===== src/rtl/dsi_lane_distributor_pkg.sv =====
// Shared constants and types for the DSI lane distributor: lane limit, FSM encoding, byte-count width.
// Pure declarations; no timing or backpressure of its own.
package dsi_lane_distributor_pkg;

  localparam int DSI_MAX_LANES = 4;
  localparam int DSI_CNT_W     = 4;

  typedef logic [DSI_CNT_W-1:0] cnt_t;

  typedef enum logic [1:0] {
    ST_IDLE    = 2'd0,
    ST_WAIT_HS = 2'd1,
    ST_STREAM  = 2'd2,
    ST_EXIT    = 2'd3
  } dsi_state_e;

  // Valid mask for the low n lanes, n in 0..4.
  function automatic logic [DSI_MAX_LANES-1:0] lane_mask(input logic [2:0] n);
    logic [4:0] m;
    m = (5'd1 << n) - 5'd1;
    return m[3:0];
  endfunction

  function automatic logic [31:0] byte_mask(input logic [3:0] m);
    return {{8{m[3]}}, {8{m[2]}}, {8{m[1]}}, {8{m[0]}}};
  endfunction

endpackage


===== src/rtl/dsi_lane_distributor_if.sv =====
// Packet-stream input and shared HS lane bus of the distributor, suffixes as seen from the distributor.
// master = distributor side, slave = packet source plus lane model.
interface dsi_lane_distributor_if;
  logic [31:0] pkt_data_i;
  logic [2:0]  pkt_bytes_i;
  logic        pkt_last_i;
  logic        pkt_valid_i;
  logic        pkt_ready_o;
  logic        hs_request_o;
  logic [3:0]  hs_valid_o;
  logic [31:0] hs_data_o;
  logic        hs_ready_i;

  modport master (
    input  pkt_data_i, pkt_bytes_i, pkt_last_i, pkt_valid_i, hs_ready_i,
    output pkt_ready_o, hs_request_o, hs_valid_o, hs_data_o
  );

  modport slave (
    output pkt_data_i, pkt_bytes_i, pkt_last_i, pkt_valid_i, hs_ready_i,
    input  pkt_ready_o, hs_request_o, hs_valid_o, hs_data_o
  );
endinterface


===== src/rtl/dsi_lane_distributor_byte_packer.sv =====
// Byte shift buffer: pops 0..4 bytes from the head and appends 1..4 bytes behind the survivors each cycle.
// Appended bytes are visible at the head the cycle after; caller guarantees no overflow.
module dsi_byte_packer
  import dsi_lane_distributor_pkg::*;
#(
  parameter int g_buf_bytes = 8
) (
  input  logic        clk_i,
  input  logic        rst_n_i,
  input  logic        flush_i,
  input  logic        push_i,
  input  logic [2:0]  push_bytes_i,
  input  logic [31:0] push_data_i,
  input  logic [2:0]  pop_bytes_i,
  output cnt_t        count_o,
  output cnt_t        count_nxt_o,
  output logic [31:0] head_o
);

  localparam int W = 8 * g_buf_bytes;

  logic [W-1:0] buf_q, buf_d;
  logic [W-1:0] shifted, keep_mask, ins;
  logic [31:0]  pdat;
  cnt_t         count_q, count_d, keep;

  always_comb begin
    keep      = count_q - {1'b0, pop_bytes_i};
    shifted   = buf_q >> {pop_bytes_i, 3'b000};
    keep_mask = ~({W{1'b1}} << {keep, 3'b000});
    for (int j = 0; j < 4; j++) begin
      pdat[8*j +: 8] = (j < int'(push_bytes_i)) ? push_data_i[8*j +: 8] : 8'h00;
    end
    // Stale bytes above the survivors are cleared so the OR-insert cannot corrupt.
    ins     = {{(W-32){1'b0}}, pdat} << {keep, 3'b000};
    buf_d   = (shifted & keep_mask) | (push_i ? ins : {W{1'b0}});
    count_d = keep + (push_i ? {1'b0, push_bytes_i} : cnt_t'(0));
    if (flush_i) begin
      buf_d   = '0;
      count_d = '0;
    end
  end

  always_ff @(posedge clk_i or negedge rst_n_i) begin
    if (!rst_n_i) begin
      buf_q   <= '0;
      count_q <= '0;
    end else begin
      buf_q   <= buf_d;
      count_q <= count_d;
    end
  end

  assign count_o     = count_q;
  assign count_nxt_o = count_d;
  assign head_o      = buf_q[31:0];

endmodule


===== src/rtl/dsi_lane_distributor.sv =====
// Repacks the HS byte stream onto 1..4 lanes and sequences burst entry/exit; DSI_DIST_UNDERRUN_EN adds a sticky underrun flag.
// Word accepted at t reaches the lanes at t+2 at the earliest; pkt_ready_o drops when a full word would not fit.
module dsi_lane_distributor
  import dsi_lane_distributor_pkg::*;
#(
  parameter int g_buf_bytes = 8,
  parameter int g_exit_gap  = 2
) (
  input  logic                    clk_i,
  input  logic                    rst_n_i,
  input  logic [1:0]              num_lanes_i,
  dsi_lane_distributor_if.master  bus,
  output logic                    busy_o,
  output logic                    underrun_o
);

  dsi_state_e  state_q, state_d;
  logic [2:0]  lanes_q, lanes_d;
  logic        last_seen_q, last_seen_d;
  logic [3:0]  gap_q, gap_d;
  logic        pkt_ready_q, pkt_ready_d;
  logic        hs_req_q, hs_req_d;
  logic [3:0]  hs_valid_q, hs_valid_d;
  logic [31:0] hs_data_q, hs_data_d;
  logic        busy_q, busy_d;

  logic        accept, flush;
  logic [2:0]  pop;
  cnt_t        count, count_nxt;
  logic [31:0] head;
  int          freed;

  assign accept = bus.pkt_valid_i & pkt_ready_q;

  dsi_byte_packer #(.g_buf_bytes(g_buf_bytes)) u_packer (
    .clk_i        (clk_i),
    .rst_n_i      (rst_n_i),
    .flush_i      (flush),
    .push_i       (accept),
    .push_bytes_i (bus.pkt_bytes_i),
    .push_data_i  (bus.pkt_data_i),
    .pop_bytes_i  (pop),
    .count_o      (count),
    .count_nxt_o  (count_nxt),
    .head_o       (head)
  );

  // Datapath: lane latch, last tracking and per-cycle emission.
  always_comb begin
    lanes_d     = lanes_q;
    last_seen_d = last_seen_q;
    hs_valid_d  = 4'b0000;
    hs_data_d   = hs_data_q;
    flush       = 1'b0;
    pop         = 3'd0;
    case (state_q)
      ST_IDLE: begin
        flush = 1'b1;
        if (bus.pkt_valid_i) begin
          lanes_d     = {1'b0, num_lanes_i} + 3'd1;
          last_seen_d = 1'b0;
        end
      end
      ST_WAIT_HS: begin
        if (accept && bus.pkt_last_i) last_seen_d = 1'b1;
      end
      ST_STREAM: begin
        if (!bus.hs_ready_i) begin
          flush = 1'b1;
        end else begin
          if (accept && bus.pkt_last_i) last_seen_d = 1'b1;
          if (count >= {1'b0, lanes_q}) pop = lanes_q;
          else if (last_seen_q && count != '0) pop = count[2:0];
          if (pop != 3'd0) begin
            hs_valid_d = lane_mask(pop);
            hs_data_d  = head & byte_mask(lane_mask(pop));
          end
        end
      end
      default: flush = 1'b1;
    endcase
  end

  always_comb begin
    state_d  = state_q;
    gap_d    = 4'd0;
    hs_req_d = hs_req_q;
    freed    = 0;
    case (state_q)
      ST_IDLE: begin
        if (bus.pkt_valid_i) begin
          state_d  = ST_WAIT_HS;
          hs_req_d = 1'b1;
        end
      end
      ST_WAIT_HS: begin
        if (bus.hs_ready_i) state_d = ST_STREAM;
      end
      ST_STREAM: begin
        if (!bus.hs_ready_i || (last_seen_q && count_nxt == '0)) state_d = ST_EXIT;
      end
      default: begin
        hs_req_d = 1'b0;
        // The gap starts counting once the lanes have left HS.
        if (gap_q != 4'd0 || !bus.hs_ready_i) begin
          gap_d = gap_q + 4'd1;
          if (int'(gap_q) + 1 >= g_exit_gap) begin
            state_d = ST_IDLE;
            gap_d   = 4'd0;
          end
        end
      end
    endcase
    case (state_d)
      ST_WAIT_HS: pkt_ready_d = !last_seen_d && (int'(count_nxt) + 4 <= g_buf_bytes);
      ST_STREAM: begin
        freed       = (count_nxt >= {1'b0, lanes_d}) ? int'(lanes_d) : 0;
        pkt_ready_d = !last_seen_d && (int'(count_nxt) - freed + 4 <= g_buf_bytes);
      end
      default:    pkt_ready_d = 1'b0;
    endcase
    busy_d = (state_d != ST_IDLE);
  end

  always_ff @(posedge clk_i or negedge rst_n_i) begin
    if (!rst_n_i) begin
      state_q     <= ST_IDLE;
      lanes_q     <= 3'd1;
      last_seen_q <= 1'b0;
      gap_q       <= 4'd0;
      pkt_ready_q <= 1'b0;
      hs_req_q    <= 1'b0;
      hs_valid_q  <= 4'b0000;
      hs_data_q   <= 32'h0;
      busy_q      <= 1'b0;
    end else begin
      state_q     <= state_d;
      lanes_q     <= lanes_d;
      last_seen_q <= last_seen_d;
      gap_q       <= gap_d;
      pkt_ready_q <= pkt_ready_d;
      hs_req_q    <= hs_req_d;
      hs_valid_q  <= hs_valid_d;
      hs_data_q   <= hs_data_d;
      busy_q      <= busy_d;
    end
  end

`ifdef DSI_DIST_UNDERRUN_EN
  logic underrun_q;
  logic underrun_hit;

  assign underrun_hit = (state_q == ST_STREAM) &&
                        (!bus.hs_ready_i || (count < {1'b0, lanes_q} && !last_seen_q));

  always_ff @(posedge clk_i or negedge rst_n_i) begin
    if (!rst_n_i)                                    underrun_q <= 1'b0;
    else if (state_q == ST_IDLE && bus.pkt_valid_i)  underrun_q <= 1'b0;
    else if (underrun_hit)                           underrun_q <= 1'b1;
  end

  assign underrun_o = underrun_q;
`else
  assign underrun_o = 1'b0;
`endif

  assign bus.pkt_ready_o  = pkt_ready_q;
  assign bus.hs_request_o = hs_req_q;
  assign bus.hs_valid_o   = hs_valid_q;
  assign bus.hs_data_o    = hs_data_q;
  assign busy_o           = busy_q;

endmodule


===== src/flat_wrapper.sv =====
// flat-port wrapper written by rule: the top's interface ports become plain ports
module dsi_lane_distributor_flat import dsi_lane_distributor_pkg::*;
#(
  parameter int g_buf_bytes = 8,
  parameter int g_exit_gap  = 2
)
  (clk_i, rst_n_i, num_lanes_i, busy_o, underrun_o, bus_pkt_data_i, bus_pkt_bytes_i, bus_pkt_last_i, bus_pkt_valid_i, bus_hs_ready_i, bus_pkt_ready_o, bus_hs_request_o, bus_hs_valid_o, bus_hs_data_o);
  dsi_lane_distributor_if bus_i ();
  input  logic clk_i;
  input  logic rst_n_i;
  input  logic [1:0] num_lanes_i;
  output logic busy_o;
  output logic underrun_o;
  input wire logic [$bits(bus_i.pkt_data_i)-1:0] bus_pkt_data_i;
  input wire logic [$bits(bus_i.pkt_bytes_i)-1:0] bus_pkt_bytes_i;
  input wire logic [$bits(bus_i.pkt_last_i)-1:0] bus_pkt_last_i;
  input wire logic [$bits(bus_i.pkt_valid_i)-1:0] bus_pkt_valid_i;
  input wire logic [$bits(bus_i.hs_ready_i)-1:0] bus_hs_ready_i;
  output wire logic [$bits(bus_i.pkt_ready_o)-1:0] bus_pkt_ready_o;
  output wire logic [$bits(bus_i.hs_request_o)-1:0] bus_hs_request_o;
  output wire logic [$bits(bus_i.hs_valid_o)-1:0] bus_hs_valid_o;
  output wire logic [$bits(bus_i.hs_data_o)-1:0] bus_hs_data_o;
  assign bus_i.pkt_data_i = bus_pkt_data_i;
  assign bus_i.pkt_bytes_i = bus_pkt_bytes_i;
  assign bus_i.pkt_last_i = bus_pkt_last_i;
  assign bus_i.pkt_valid_i = bus_pkt_valid_i;
  assign bus_i.hs_ready_i = bus_hs_ready_i;
  assign bus_pkt_ready_o = bus_i.pkt_ready_o;
  assign bus_hs_request_o = bus_i.hs_request_o;
  assign bus_hs_valid_o = bus_i.hs_valid_o;
  assign bus_hs_data_o = bus_i.hs_data_o;
  dsi_lane_distributor #(.g_buf_bytes(g_buf_bytes), .g_exit_gap(g_exit_gap)) u_core (.clk_i(clk_i), .rst_n_i(rst_n_i), .num_lanes_i(num_lanes_i), .bus(bus_i), .busy_o(busy_o), .underrun_o(underrun_o));
endmodule

===== config.mk =====
export PLATFORM = sky130hd
export DESIGN_NAME = dsi_lane_distributor_flat
export DESIGN_NICKNAME = d
export VERILOG_FILES = /design/src/rtl/dsi_lane_distributor_pkg.sv /design/src/rtl/dsi_lane_distributor_if.sv /design/src/rtl/dsi_lane_distributor_byte_packer.sv /design/src/rtl/dsi_lane_distributor.sv /design/src/flat_wrapper.sv
export SDC_FILE = /design/constraint.sdc
export NUM_CORES = 1
export LEC_CHECK = 0
export ABC_AREA = 1
export BUFFER_PORTS_ARGS = -buffer_cell sky130_fd_sc_hd__buf_2
export CORE_MARGIN = 8
export CORE_UTILIZATION = 49
export CTS_BUF_LIST = sky130_fd_sc_hd__clkbuf_8 sky130_fd_sc_hd__clkbuf_16
export DETAILED_ROUTE_END_ITERATION = 8
export PLACE_DENSITY = 0.74
export SETUP_SLACK_MARGIN = 0.2
export SLEW_MARGIN = 20
export SYNTH_ARGS = -nofsm -noshare
export SYNTH_HDL_FRONTEND = slang
export SYNTH_SLANG_ARGS = --single-unit

===== constraint.sdc =====
create_clock -name clk_i -period 9.5 [get_ports clk_i]
set_input_delay 1.9 -clock clk_i [delete_from_list [all_inputs] [get_ports clk_i]]
set_output_delay 1.9 -clock clk_i [all_outputs]
set_load 0.02 [all_outputs]

== Yosys cells after proc, flatten, opt, wreduce, memory -nomap -nowiden ==
Index checks and enable logic that the tools add are counted.

* Input bits: 42
* Latch bits: 0
* Memories kept: 0
* Flip-flop bits (word level): 117
* Logic and storage cells: 101
* Memory bits (writable): 0
* Output and inout bits: 40
* Memory bits (read-only): 0

* Div/mod/pow operators: 0
* Reduce and logical (&&, ||, !) cells: 19
* Multiplexer cells: 38
* Bitwise gates (word level): 6
* Shift-type cells: 4
* Multiply operators: 0
* $add $sub $neg: 9
* Eq/ne operators: 5
* $lt $le $gt $ge: 9

{| class="wikitable"
|+ Operators by type and width
! operator !! count
|-
| $mux 64 || 2
|-
| $and 64x64->64 || 1
|-
| $le 32x5->1 const B || 2
|-
| $not 64->64 || 1
|-
| $or 64x64->64 || 1
|-
| $shl 32x7->64 || 1
|-
| $shl 64x7->64 const A || 1
|-
| $shr 64x6->64 || 1
|-
| $add 32x4->32 const B || 1
|-
| $and 32x32->32 || 1
|-
| $ge 32x3->1 const B || 1
|-
| $mux 8 || 4
|-
| $sub 5x32->32 || 1
|-
| $mux 3 || 10
|-
| $mux 4 || 7
|-
| $mux 2 || 5
|-
| $ge 4x3->1 || 2
|-
| $reduce_bool 4->1 || 2
|-
| $lt 1x3->1 const A || 2
|-
| $lt 2x3->1 const A || 2
|-
| $pmux 1 s2 || 3
|-
| $pmux 2 s3 || 1
|-
| $add 4x1->5 const B || 1
|-
| $add 4x3->5 const B || 1
|-
| other kinds (24) || 36
|}

== Logic depth before layout (Yosys ltp) ==
* Depth in word-level cells: 18
* Gate-level depth with buffers: 36

== Modules after synthesis ==
A second synthesis with hierarchy kept.

* Cell total of the unflattened synthesis: 1383
* Area total of the unflattened synthesis: 8961.1 um^2

{| class="wikitable"
|+ By module, submodules not included
! module !! sequential area each (um^2) !! area an instance (um^2) !! times used !! cells an instance
|-
| dsi_byte_packer || 1701.6 || 6243.5 || 1 || 1072
|-
| dsi_lane_distributor || 1227.4 || 2717.6 || 1 || 311
|}

== Least setup slack after synthesis ==
OpenSTA, ideal clock, no wires.

* Path kind: input to register
* Start point: input bus_hs_ready_i
* End point: register u_core.pkt_ready_q, in the netlist u_core.bus.pkt_ready_o
* Buffers on the path: 3
* Required time: 9378 ps
* Arrival: 6553 ps
* Library setup time: 122 ps
* Path slack: 2824 ps
* Stages on the path: 30
* Cells stage by stage: nand2_2 > inv_2 > nand3_2 > buf_2 > inv_1 > ha_1 > inv_1 > fa_1 > clkbuf_1 > clkinv_1 > clkbuf_1 > fa_1 > nor2_1 > ha_1 > o21ai_0 > nand2_1 > a21oi_1 > nand2_1 > inv_1 > nor2_1 > ha_1 > inv_1 > ha_1 > a21oi_1 > nor2_1 > nor2_1 > ha_1 > nor3b_1 > nand2_1 > a21oi_1

* Word-level cells in the longest chain between the ends: 12
* Elaborated cells between the ends (all ways): 31
* Those cells by class: 5 x add/sub; 3 x order compare; 2 x eq/ne; 13 x mux; 8 x reduce/logical

{| class="wikitable"
|+ Ends and longest elaborated chain
! what !! line !! RTL
|-
| start: declaration || flat_wrapper.sv:18 || <nowiki>input wire logic [$bits(bus_i.hs_ready_i)-1:0] bus_hs_ready_i;</nowiki>
|-
| $mux 3 || dsi_lane_distributor.sv:68 || <nowiki>if (!bus.hs_ready_i) begin</nowiki>
|-
| $mux 3 || dsi_lane_distributor.sv:56 || <nowiki>case (state_q)</nowiki>
|-
| $sub 4x3->4 || dsi_lane_distributor_byte_packer.sv:28 || <nowiki>keep = count_q - {1'b0, pop_bytes_i};</nowiki>
|-
| $add 4x3->4 || dsi_lane_distributor_byte_packer.sv:37 || <nowiki>count_d = keep + (push_i ? {1'b0, push_bytes_i} : cnt_t'(0));</nowiki>
|-
| $mux 4 * || dsi_lane_distributor_byte_packer.sv:38 || <nowiki>if (flush_i) begin</nowiki>
|-
| named net u_core.count_nxt[1] || dsi_lane_distributor.sv:29 || <nowiki>cnt_t count, count_nxt;</nowiki>
|-
| $ge 4x3->1 or $logic_not 4->1 (tied branches) || dsi_lane_distributor.sv:117, dsi_lane_distributor.sv:100 ||
|-
| $mux 3 or $logic_and 1x1->1 (tied branches) || dsi_lane_distributor.sv:117, dsi_lane_distributor.sv:100 ||
|-
| $sub 5x32->32 or $logic_or 1x1->1 (tied branches) || dsi_lane_distributor.sv:118, dsi_lane_distributor.sv:100 ||
|-
| $add 32x4->32 or $mux 2 (tied branches) || dsi_lane_distributor.sv:118, dsi_lane_distributor.sv:100 ||
|-
| $le 32x5->1 or $pmux 2 s3 (tied branches) || dsi_lane_distributor.sv:118, dsi_lane_distributor.sv:89 ||
|-
| $logic_and 1x1->1 (tied with other cells) || dsi_lane_distributor.sv:118 || <nowiki>pkt_ready_d = !last_seen_d && (int'(count_nxt) - freed + 4 <= g_buf_bytes);</nowiki>
|-
| $pmux 1 s2 * || dsi_lane_distributor.sv:114 || <nowiki>case (state_d)</nowiki>
|-
| named net u_core.pkt_ready_d || dsi_lane_distributor.sv:21 || <nowiki>logic pkt_ready_q, pkt_ready_d;</nowiki>
|-
| end signal: assignment || dsi_lane_distributor.sv:141 || <nowiki>pkt_ready_q <= pkt_ready_d;</nowiki>
|-
| end: declaration || dsi_lane_distributor.sv:21 ||
|}

The timed path passes the listed nets; every way through them passes the cells marked *.
A chain may end at the register's enable or synchronous reset.

== Worst setup path in the final report ==
Same ends and word-level chain as after synthesis.

==> summary.txt <==
Run status
  • Outcome: finished clean

Synth
  • Simple-Gate Fraction of Synth Area: 0.320
  • Mux contribution to synthesized area: 0
  • Distinct cell type count after synthesis: 40
  • Post-synthesis xor/xnor area fraction: 0.00700
  • Register bit total from synthesis: 117
  • Post-Synth Adder-Cell Area: 0.0548
  • Cells after Synth: about 1200
  • Main synth FF type: dfrtp_1
  • Cell area after synthesis: 8400 sq um
  • Sequential share of the synthesized area: 0.349
  • Post-synth EDFFs: 0
  • Compound-Gate Fraction of Synth Area: 0.152
  • Async SR Flop Fraction: 1.00
  • Main combinational cell family by area after synthesis: simple AND/OR/NAND/NOR gates
  • Syn_area_per_cell: 6.90 sq um
  • Yosys warns: 0

Global routing
  • Initial antenna violation count: 1
  • Met3 usage: 0.0677
  • Largest net degree at the start of global routing: 73
  • M1 GR Usage: 0.340
  • Vias in the first global route: 7808
  • First-pass GRT wire length: 42200 um
  • Met2 usage: 0.344
  • Top Usage Layer GRT: met2
  • Tot GR Track Use: 0.243
  • Gr ovfl total: 0

Power
  • Sequential share of power: 0.187
  • Switching power: 0.00188 W
  • Total power: 0.00358 W
  • Leakage: 4.62 nW
  • Sw Share: 0.525
  • Pwr/cell area: 380 nW/um^2
  • Peak supply drop: roughly 0.27 mV
  • Clk network pwr share: 0.199
  • Combinational share of power: 0.613
  • Pint: 0.00170 W

Timing
  • TNS Setup: 0 ns
  • Clock skew: 0.00719 ns
  • Final hold violations: 0
  • Hold_ws: ~0.48 ns
  • Tmin final: 6.88 ns
  • Worst-Margin Slew: 1.07 ns
  • Final setup viols: 0
  • RSZ-0062 raised after global routing: no
  • Slew Viols, Final: 0
  • Final WS setup: 2.62 ns
  • Max Freq: 145 MHz
  • Period utilization: 0.724
  • Rel. slew slack: 0.288

CTS
  • CTS tree: yes
  • Max clock buf depth: 2
  • Post-CTS Setup Bufs: 0
  • Clk sinks: 117
  • Hold buffers post-CTS: 0
  • Insertion delay to the later sink of the worst-skew pair: 0.43 ns
  • CTS H-Tree Depth: 4
  • TritonCTS Buffers: 17
  • Root Buffer: clkbuf_16
  • Worst-path clk slew: roughly 0.060 ns
  • Post_cts resized: 0

Floorplanning
  • Core area: between 15000 and 20000 sq um
  • Initial core utilization: 0.494
  • IO Pins: 82
  • Die Width: about 150 um
  • FP Rows: 48
  • Die area: between 20000 and 25000 sq um
  • Die Y: 147 um

Layout
  • Nets: 1332
  • Highest-count cells in the layout ignoring fill and taps: nand3_1, nand2_1, inv_1
  • Layout Cells excl Fill: around 1500
  • Most common cell after layout, fill and taps aside: nand3_1
  • Syn-to-layout area delta: 12.4%
  • Ant diodes: 0
  • Filler cell count: 1646
  • Layout cells sized above 1: 0.115

Placement
  • Post-DP HPWL: 18900 um
  • GPL Wtd Cong: between 0.9 and 1
  • Setup WS pre-CTS: 2.23 ns
  • Dpl cells: about 1500
  • IO Port Bufs: 80

Hold path
  • Hold Path Class: register to register

Critical path
  • CP Launch Type: input pin
  • Setup CP Type: input pin to register
  • CP arrival: 7.23 ns
  • Crit path max fanout: slightly below 60
  • CP Capture Type: register
  • Worst Path Required: 9.86 ns

Route
  • Pre-antenna DRT Iters: 6
  • Detailed-route wire length per cell: 17.6 um
  • DRC Markers: 0
  • Drt initial violations: 1116
  • Drt total wl: 26300 um
  • Vias per inst: ~5.7
  • Final ANT Viol Nets: 0
  • Via count: approximately 8600

Flow run
  • MaxCap Viol Count: 0
-- state kept, by name (all words and copies together), names as in the netlist --
| name | cells |
|---|---|
| u_core.bus.hs_data_o | 32 |
| u_core.bus.hs_request_o | 1 |
| u_core.bus.hs_valid_o | 4 |
| u_core.bus.pkt_ready_o | 1 |
| u_core.busy_o | 1 |
| u_core.gap_q | 4 |
| u_core.lanes_q | 3 |
| u_core.last_seen_q | 1 |
| u_core.state_q | 2 |
| u_core.u_packer.buf_q | 64 |
| u_core.u_packer.count_o | 4 |
-- synthesized netlist by cell type (2+ instances only) --
library cell	instances	share of area
nand3_1	262	0.16
nand2_1	255	0.11
inv_1	144	0.064
dfrtp_1	116	0.35
a21oi_1	95	0.057
o21ai_0	68	0.041
nor2_1	57	0.025
ha_1	32	0.048
buf_2	28	0.017
clkbuf_1	26	0.012
buf_6	11	0.015
a31oi_1	10	0.0075
nor3_1	10	0.0060
o211ai_1	9	0.0080
o21ai_1	9	0.0054
a22oi_1	8	0.0072
a2bb2oi_1	8	0.0083
o21a_1	8	0.0072
o31ai_1	8	0.0072
buf_1	7	0.0031
inv_2	6	0.0027
or2_1	5	0.0037
buf_4	3	0.0027
fa_1	3	0.0072
nand2_2	3	0.0022
nand3_2	3	0.0036
nand4_1	3	0.0022
or2_0	3	0.0022
a21oi_2	2	0.0021
nor2_4	2	0.0027
xor2_1	2	0.0021
xor2_2	2	0.0039
-- cell families (layout without fill, tap and decap cells) --
| family | count (synthesis) | after routing |
|---|---|---|
| AND/OR/NAND/NOR | 605 | 605 |
| AO/OA/AOI/OAI | 227 | 227 |
| buffers and inverters | 226 | 275 |
| flip-flops | 117 | 117 |
| adder cells (fa/ha/maj) | 35 | 35 |
| XOR/XNOR | 5 | 5 |
| other | 1 | 4 |
-- metal layers --
metal | routed length (um) | vias to the layer above
li1 | - | 4111
met2 | 11200 | 506
met3 | 2940 | 45
met1 | 11500 | 3911
met5 | 13 | -
met4 | 691 | 2
-- through the flow --
stage	cell area, sq um	utilization
3_3_place_gp	8780	0.516
2_1_floorplan	8410	-
4_1_cts	9430	0.555
3_5_place_dp	8780	0.516
5_1_grt	9430	0.555
6_report	9430	0.555
-- critical path, cell delays in order --
cell and delay, ns:
buf_2 0.12, nand2_2 0.12, inv_2 0.79, nand3_2 0.15, inv_1 0.10, ha_1 0.14, inv_1 0.06, fa_1 0.48
buf_4 0.28, clkinv_1 0.16, fa_1 0.45, nor2_1 0.26, ha_1 0.28, o21ai_0 0.07, nand2_1 0.06, a21oi_1 0.12
nand2_1 0.08, inv_1 0.09, nor2_1 0.05, ha_1 0.28, inv_1 0.06, fa_1 0.47, nor3_1 0.22, nor2_1 0.07
nor3b_1 0.18, nand2_1 0.08, a21oi_1 0.11
-- power by group through the flow --
stage | registers [W] | clock network [W] | logic (W)
final | 0.000671 | 0.000714 | 0.00220
after global placement | 0.000676 | 0 | 0.00212
after global routing | 0.000687 | 0.000738 | 0.00242
after detailed placement | 0.000680 | 0 | 0.00213
after floorplan | 0.000738 | 0 | 0.00152
after CTS | 0.000672 | 0.000719 | 0.00215
-- area by class of cell --
cell class                 count  area (sq um)  share of cell area
clock buffer                  19           453              0.0480
clock inverter                13           203              0.0215
inverter                     151           567              0.0601
multi-input combinational    876          4510               0.478
sequential                   117          2930               0.310
tap                          225           282              0.0298
timing repair buffer          92           493              0.0523
-- final timing paths --
path                       cells after the start  slack (ns)                              endpoint                                 start
max in group asynchronous                      2        6.70   u_core.u_packer.buf_q[18]$_DFF_PN0_                               rst_n_i
min in group asynchronous                      1        1.49   u_core.bus.hs_request_o$_DFFE_PN0P_                               rst_n_i
setup reg to reg                              29        3.03      u_core.bus.pkt_ready_o$_DFF_PN0_           u_core.lanes_q[0]$_DFF_PN1_
hold / removal                                 2        0.48  u_core.bus.hs_data_o[15]$_DFFE_PN0P_  u_core.bus.hs_data_o[15]$_DFFE_PN0P_
hold reg to reg                                2        0.48  u_core.bus.hs_data_o[15]$_DFFE_PN0P_  u_core.bus.hs_data_o[15]$_DFFE_PN0P_
setup / recovery                              27        2.62      u_core.bus.pkt_ready_o$_DFF_PN0_                        bus_hs_ready_i
(Power assumes the default switching activity.)
